### src/rtl/npu_act_norm_engine.sv
// npu_act_norm_engine: activation plus min-max normalisation of an N x N frame with a serial restoring divider
module npu_act_norm_engine #(
    parameter int N          = 10,
    parameter int DW         = 16,
    parameter int OW         = 8,
    parameter int LEAK_SHIFT = 3
) (
    input  logic                 clk,
    input  logic                 rst,
    input  logic                 start,
    input  logic [1:0]           mode,
    input  logic                 in_valid,
    output logic                 in_ready,
    input  logic signed [DW-1:0] in_data,
    output logic                 out_valid,
    input  logic                 out_ready,
    output logic [OW-1:0]        out_data,
    output logic                 busy,
    output logic                 done
);
    localparam int NN = N * N;
    localparam int CW = NN > 1 ? $clog2(NN) : 1;
    localparam int BW = OW > 1 ? $clog2(OW) : 1;
    localparam int RW = DW + 1;
    localparam int NW = DW + 1 + OW;
    localparam logic [NW-1:0] FS = NW'((1 << OW) - 1);
    localparam logic signed [DW-1:0] SMAX = {1'b0, {(DW-1){1'b1}}};
    localparam logic signed [DW-1:0] SMIN = {1'b1, {(DW-1){1'b0}}};

    typedef enum logic [1:0] {IDLE, LOAD, NORM, DONE} state_t;
    typedef enum logic [1:0] {PH_RD, PH_DIV, PH_OUT} phase_t;

    state_t state_q, state_d;
    phase_t ph_q, ph_d;
    logic [1:0] mode_q, mode_d;
    logic [CW-1:0] cnt_q, cnt_d;
    logic signed [DW-1:0] min_q, min_d, max_q, max_d;
    logic [RW-1:0] rem_q, rem_d;
    logic [OW-1:0] nsh_q, nsh_d, quo_q, quo_d;
    logic [BW-1:0] bit_q, bit_d;
    logic signed [DW-1:0] mem_q [NN];
    logic signed [DW-1:0] act, leak, rd;
    logic [RW-1:0] diff, rng;
    logic [NW-1:0] num;
    logic [RW:0] trial;
    logic ge, wr_en;

    // activation of the incoming element and the datapath of the current output element
    always_comb begin
        leak  = in_data >>> LEAK_SHIFT;
        act   = mode_q == 2'd1 ? (in_data[DW-1] ? SMIN ^ SMIN : in_data) :
                mode_q == 2'd2 ? (in_data[DW-1] ? leak : in_data) : in_data;
        rd    = mem_q[cnt_q];
        diff  = {rd[DW-1], rd} - {min_q[DW-1], min_q};
        rng   = {max_q[DW-1], max_q} - {min_q[DW-1], min_q};
        num   = NW'(diff) * FS;
        trial = {rem_q, nsh_q[OW-1]};
        ge    = trial >= {1'b0, rng};
    end

    // next-state logic: frame control, load bookkeeping and one quotient bit per divide cycle
    always_comb begin
        state_d = state_q;
        ph_d    = ph_q;
        mode_d  = mode_q;
        cnt_d   = cnt_q;
        min_d   = min_q;
        max_d   = max_q;
        rem_d   = rem_q;
        nsh_d   = nsh_q;
        quo_d   = quo_q;
        bit_d   = bit_q;
        wr_en   = 1'b0;
        case (state_q)
            IDLE: if (start) begin
                mode_d  = mode;
                cnt_d   = '0;
                min_d   = SMAX;
                max_d   = SMIN;
                state_d = LOAD;
            end
            LOAD: if (in_valid) begin
                wr_en = 1'b1;
                min_d = act < min_q ? act : min_q;
                max_d = act > max_q ? act : max_q;
                cnt_d = cnt_q == CW'(NN - 1) ? '0 : cnt_q + 1'b1;
                if (cnt_q == CW'(NN - 1)) begin
                    state_d = NORM;
                    ph_d    = PH_RD;
                end
            end
            NORM: case (ph_q)
                PH_RD: begin
                    rem_d = num[NW-1:OW];
                    nsh_d = num[OW-1:0];
                    quo_d = '0;
                    bit_d = '0;
                    ph_d  = rng == '0 ? PH_OUT : PH_DIV;
                end
                PH_DIV: begin
                    rem_d = ge ? RW'(trial - {1'b0, rng}) : trial[RW-1:0];
                    quo_d = {quo_q[OW-2:0], ge};
                    nsh_d = nsh_q << 1;
                    bit_d = bit_q + 1'b1;
                    ph_d  = bit_q == BW'(OW - 1) ? PH_OUT : PH_DIV;
                end
                PH_OUT: if (out_ready) begin
                    ph_d    = PH_RD;
                    cnt_d   = cnt_q == CW'(NN - 1) ? '0 : cnt_q + 1'b1;
                    state_d = cnt_q == CW'(NN - 1) ? DONE : NORM;
                end
                default: ph_d = PH_RD;
            endcase
            default: state_d = IDLE;
        endcase
    end

    // state registers with synchronous abort of any frame in flight
    always_ff @(posedge clk) begin
        if (rst) begin
            state_q <= IDLE;
            ph_q    <= PH_RD;
            mode_q  <= '0;
            cnt_q   <= '0;
            min_q   <= SMAX;
            max_q   <= SMIN;
            rem_q   <= '0;
            nsh_q   <= '0;
            quo_q   <= '0;
            bit_q   <= '0;
        end else begin
            state_q <= state_d;
            ph_q    <= ph_d;
            mode_q  <= mode_d;
            cnt_q   <= cnt_d;
            min_q   <= min_d;
            max_q   <= max_d;
            rem_q   <= rem_d;
            nsh_q   <= nsh_d;
            quo_q   <= quo_d;
            bit_q   <= bit_d;
        end
    end

    // frame buffer holding activated elements in arrival order
    always_ff @(posedge clk) begin
        if (wr_en) mem_q[cnt_q] <= act;
    end

    assign in_ready  = state_q == LOAD;
    assign out_valid = state_q == NORM && ph_q == PH_OUT;
    assign out_data  = quo_q;
    assign busy      = state_q != IDLE;
    assign done      = state_q == DONE;
endmodule

### config.mk
export PLATFORM = sky130hd
export DESIGN_NAME = npu_act_norm_engine
export DESIGN_NICKNAME = d
export VERILOG_FILES = /design/src/rtl/npu_act_norm_engine.sv
export SDC_FILE = /design/constraint.sdc
export NUM_CORES = 2
export LEC_CHECK = 0
export ABC_AREA = 1
export BUFFER_PORTS_ARGS = -buffer_cell sky130_fd_sc_hd__buf_2
export CORE_MARGIN = 5
export CORE_UTILIZATION = 40
export CTS_BUF_LIST = sky130_fd_sc_hd__clkbuf_4
export DETAILED_ROUTE_END_ITERATION = 16
export PLACE_DENSITY = 0.63
export SLEW_MARGIN = 15
export SYNTH_ARGS = -nofsm -noshare
export SYNTH_HDL_FRONTEND = slang
export SYNTH_SLANG_ARGS = --single-unit
### constraint.sdc
create_clock -name clk -period 13.1 [get_ports clk]
set_input_delay 2.62 -clock clk [delete_from_list [all_inputs] [get_ports clk]]
set_output_delay 2.62 -clock clk [all_outputs]
set_load 0.03 [all_outputs]
==> flow_metrics.env <==
export IMPL_fin_skew_ps=90.19
export IMPL_yosysSeqAreaShare_pct=67.52
export IMPL_synth_area_top_cells="edfxtp_1 65%, o21ai_0 6.3%, nor2_1 5.6%"
export IMPL_critPathSlowestCell="buf_4"
export IMPL_synth_net_count=6412
export IMPL_synth_largest_area_cell="edfxtp_1"
export IMPL_pin_count=35
export IMPL_ff2ff_setup_slack_ps=3110
export IMPL_synth_top_area_share_pct=65.13
export IMPL_drive_above_1_share_pct=13.57
export IMPL_setup_tns_ps=0
export IMPL_synth_ff_type="edfxtp_1"
export IMPL_n_fill_cell=16790
export IMPL_drv_slew=0
export IMPL_ys_top_cells_by_count="1600 x edfxtp_1, 1095 x nor2_1, 933 x o21ai_0"
export IMPL_worstHoldStart="min_q[3]"
export IMPL_viasPerCell=5.619
export IMPL_reg2reg_depth=37
export IMPL_worstMarginPinSlew_ps=1194
export IMPL_drc_errors=0
export IMPL_worstSetupEndpointType="flop"
export IMPL_row_count=157
export IMPL_first_pass_iters=6
export IMPL_clock_fmax_ghz=0.1001
export IMPL_io_buffers=34
export IMPL_gp_congestion=0.8732
export IMPL_overflow=0
export IMPL_syn_avg_cell_area_um2=11.93
export IMPL_yosysUniqueCellTypes=62
export IMPL_min_delay_path_depth=2
export IMPL_clk_path_buf_depth=4
export IMPL_yosys_register_bits=1688
export IMPL_worstPathRequired_ps=14300
export IMPL_worstPathArrival_ps=11190
export IMPL_path_clk_slew_ps=70
export IMPL_syn_instance_count=6181
export IMPL_grt_usage_pct=21.00
export IMPL_dpl_hpwl_um=117400
export IMPL_root_buffer="clkbuf_4"
export IMPL_slew_headroom_pct=20.41
export IMPL_wirelength_um=208000
export IMPL_netlist_area_um2=73770
export IMPL_status="complete, no violations"
export IMPL_first_global_vias=50250
export IMPL_regArea_um2=49820
export IMPL_grt_setup_unrepaired="no"
export IMPL_areaGrowthSynthToFinish_pct=10.87
export IMPL_max_stage_delay_ps=830
export IMPL_nNetsFinal=6659
export IMPL_die_h_um=439.4
export IMPL_synthArstFlopShare_pct=0
export IMPL_clkSinkCount=1688
export IMPL_antenna_left=0
export IMPL_die_area_um2=193100
export IMPL_critPathMostFrequentCell="nand2_1"
export IMPL_grt_max_degree=201
export IMPL_antenna_found_initial=8
export IMPL_cts_tree="done"
export IMPL_yosysWarnings=0
export IMPL_multi_input_area_um2=21080
export IMPL_post_route_period_util_pct=76.23
export IMPL_period_needed_ps=9986
export IMPL_r2r_end="rem_q[16]"
export IMPL_finalHoldViolCount=0
export IMPL_maxCapViolations=0
export IMPL_cts_buffers_inserted=434
export IMPL_cts_htree_levels=5
export IMPL_synth_most_common_cell="edfxtp_1"
export IMPL_vias=51420
export IMPL_hold_end="min_q[3]"
export IMPL_path_max_fanout=176
export IMPL_grt_pass1_wl_um=310900
export IMPL_core_um2=183300
export IMPL_first_iter_violations=5776
export IMPL_startpoint_type="flop"
export IMPL_clk_latency_ps=1360
export IMPL_cts_hold_buf=0
export IMPL_die_w_um=439.4
export IMPL_finalSetupViolations=0
export IMPL_synth_edf_count=1600
export IMPL_critical_path_class="reg2reg"
export IMPL_hp_class="reg2reg"
export IMPL_ctsResizeCount=0
export IMPL_cts_setup_buffers=0
export IMPL_initial_utilization_pct=40.25
export IMPL_wire_per_inst_um=22.73
[per-layer routing]
layer / share of wire (%) / global-route usage, %
met1: 40 / 27.84
met2: 47 / 33.52
met3: 8.3 / 4.318
met4: 4.0 / 9.230
met5: 0.0053 / 0
[through the flow]
stage	worst slack, ps	cell area [µm²]	util [%]	cells	hold slack, ps
final	3114	81780	44.62	9151	458.9
after global routing	2534	81770	44.62	9148	476.8
after CTS	3246	81740	44.60	9140	457.9
after detailed placement	3279	76750	41.88	8455	442.7
after global placement	3493	76750	41.88	8455	438.3
after floorplan	4089	73770	-	6181	428.9
[worst max-delay path: cells and delay by family (launching register included)]
family	cells	cell delay (ps)
AND/OR/NAND/NOR	12	1310
AO/OA/AOI/OAI	12	2720
XOR/XNOR	1	680
flip-flops	1	580
adder cells (fa/ha/maj)	6	2650
buffers and inverters	6	1670
[worst max-delay path by stage]
stage           startpoint  slack (ps)  depth (start not counted)        end
2_1_floorplan  in_data[15]        4090                         16  min_q[10]
3_3_place_gp          flop        3490                         37  rem_q[16]
3_5_place_dp          flop        3280                         37  rem_q[16]
4_1_cts               flop        3250                         37  rem_q[16]
5_1_grt               flop        2530                         37  rem_q[16]
6_report              flop        3110                         37  rem_q[16]
[final cells by class]
class                   instances  share of cell area (%)
diodes                         10                 0.03060
clock buffers                 619                   5.682
clock inverters                66                  0.4131
inverters                     315                   1.518
multi-input cells            3788                   25.77
flip-flops and latches       1688                   60.92
well taps                    2464                   3.770
repair buffers                201                   1.894
[layout by cell type, fill, tap and decap left out, drive strengths merged, types with 10 or more instances in the layout]
cell type,instances
o221ai,248
clkinv,61
xnor2,19
buf,201
nor3,29
o21ai,950
inv,316
diode,10
clkbuf,619
edfxtp,1600
nand3,298
a21oi,173
dfxtp,88
xor2,37
nor2,1097
o211ai,14
a31oi,20
fa,66
ha,142
o311ai,12
nand2,404
o22ai,177
a21boi,10
nand4,17
[sequential cells by signal, summed over array words and instances (netlist names), named ones only]
signal,count
out_data,8
rem_q,17
ph_q,2
cnt_q,7
bit_q,3
min_q,16
max_q,16
mode_q,2
mem_q,1600
state_q,2
nsh_q,8
[kinds of logic (layout without fill, tap and decap cells)]
| group | Yosys count | count (layout) | share of synthesized area (%) |
|---|---|---|---|
| and+or+nand+nor | 1873 | 1873 | 10.31 |
| DFF | 1688 | 1688 | 67.52 |
| AOI/OAI and AO/OA | 1651 | 1651 | 13.20 |
| buffers and inverters | 705 | 1201 | 4.017 |
| adders and majority gates | 208 | 208 | 4.200 |
| xor gates and xnor gates | 56 | 56 | 0.7514 |
| other | 0 | 10 | 0 |
Power is left out: the tool's default activity adds up to more than one toggle a clock period on the data nets, which glitch-free logic cannot reach.
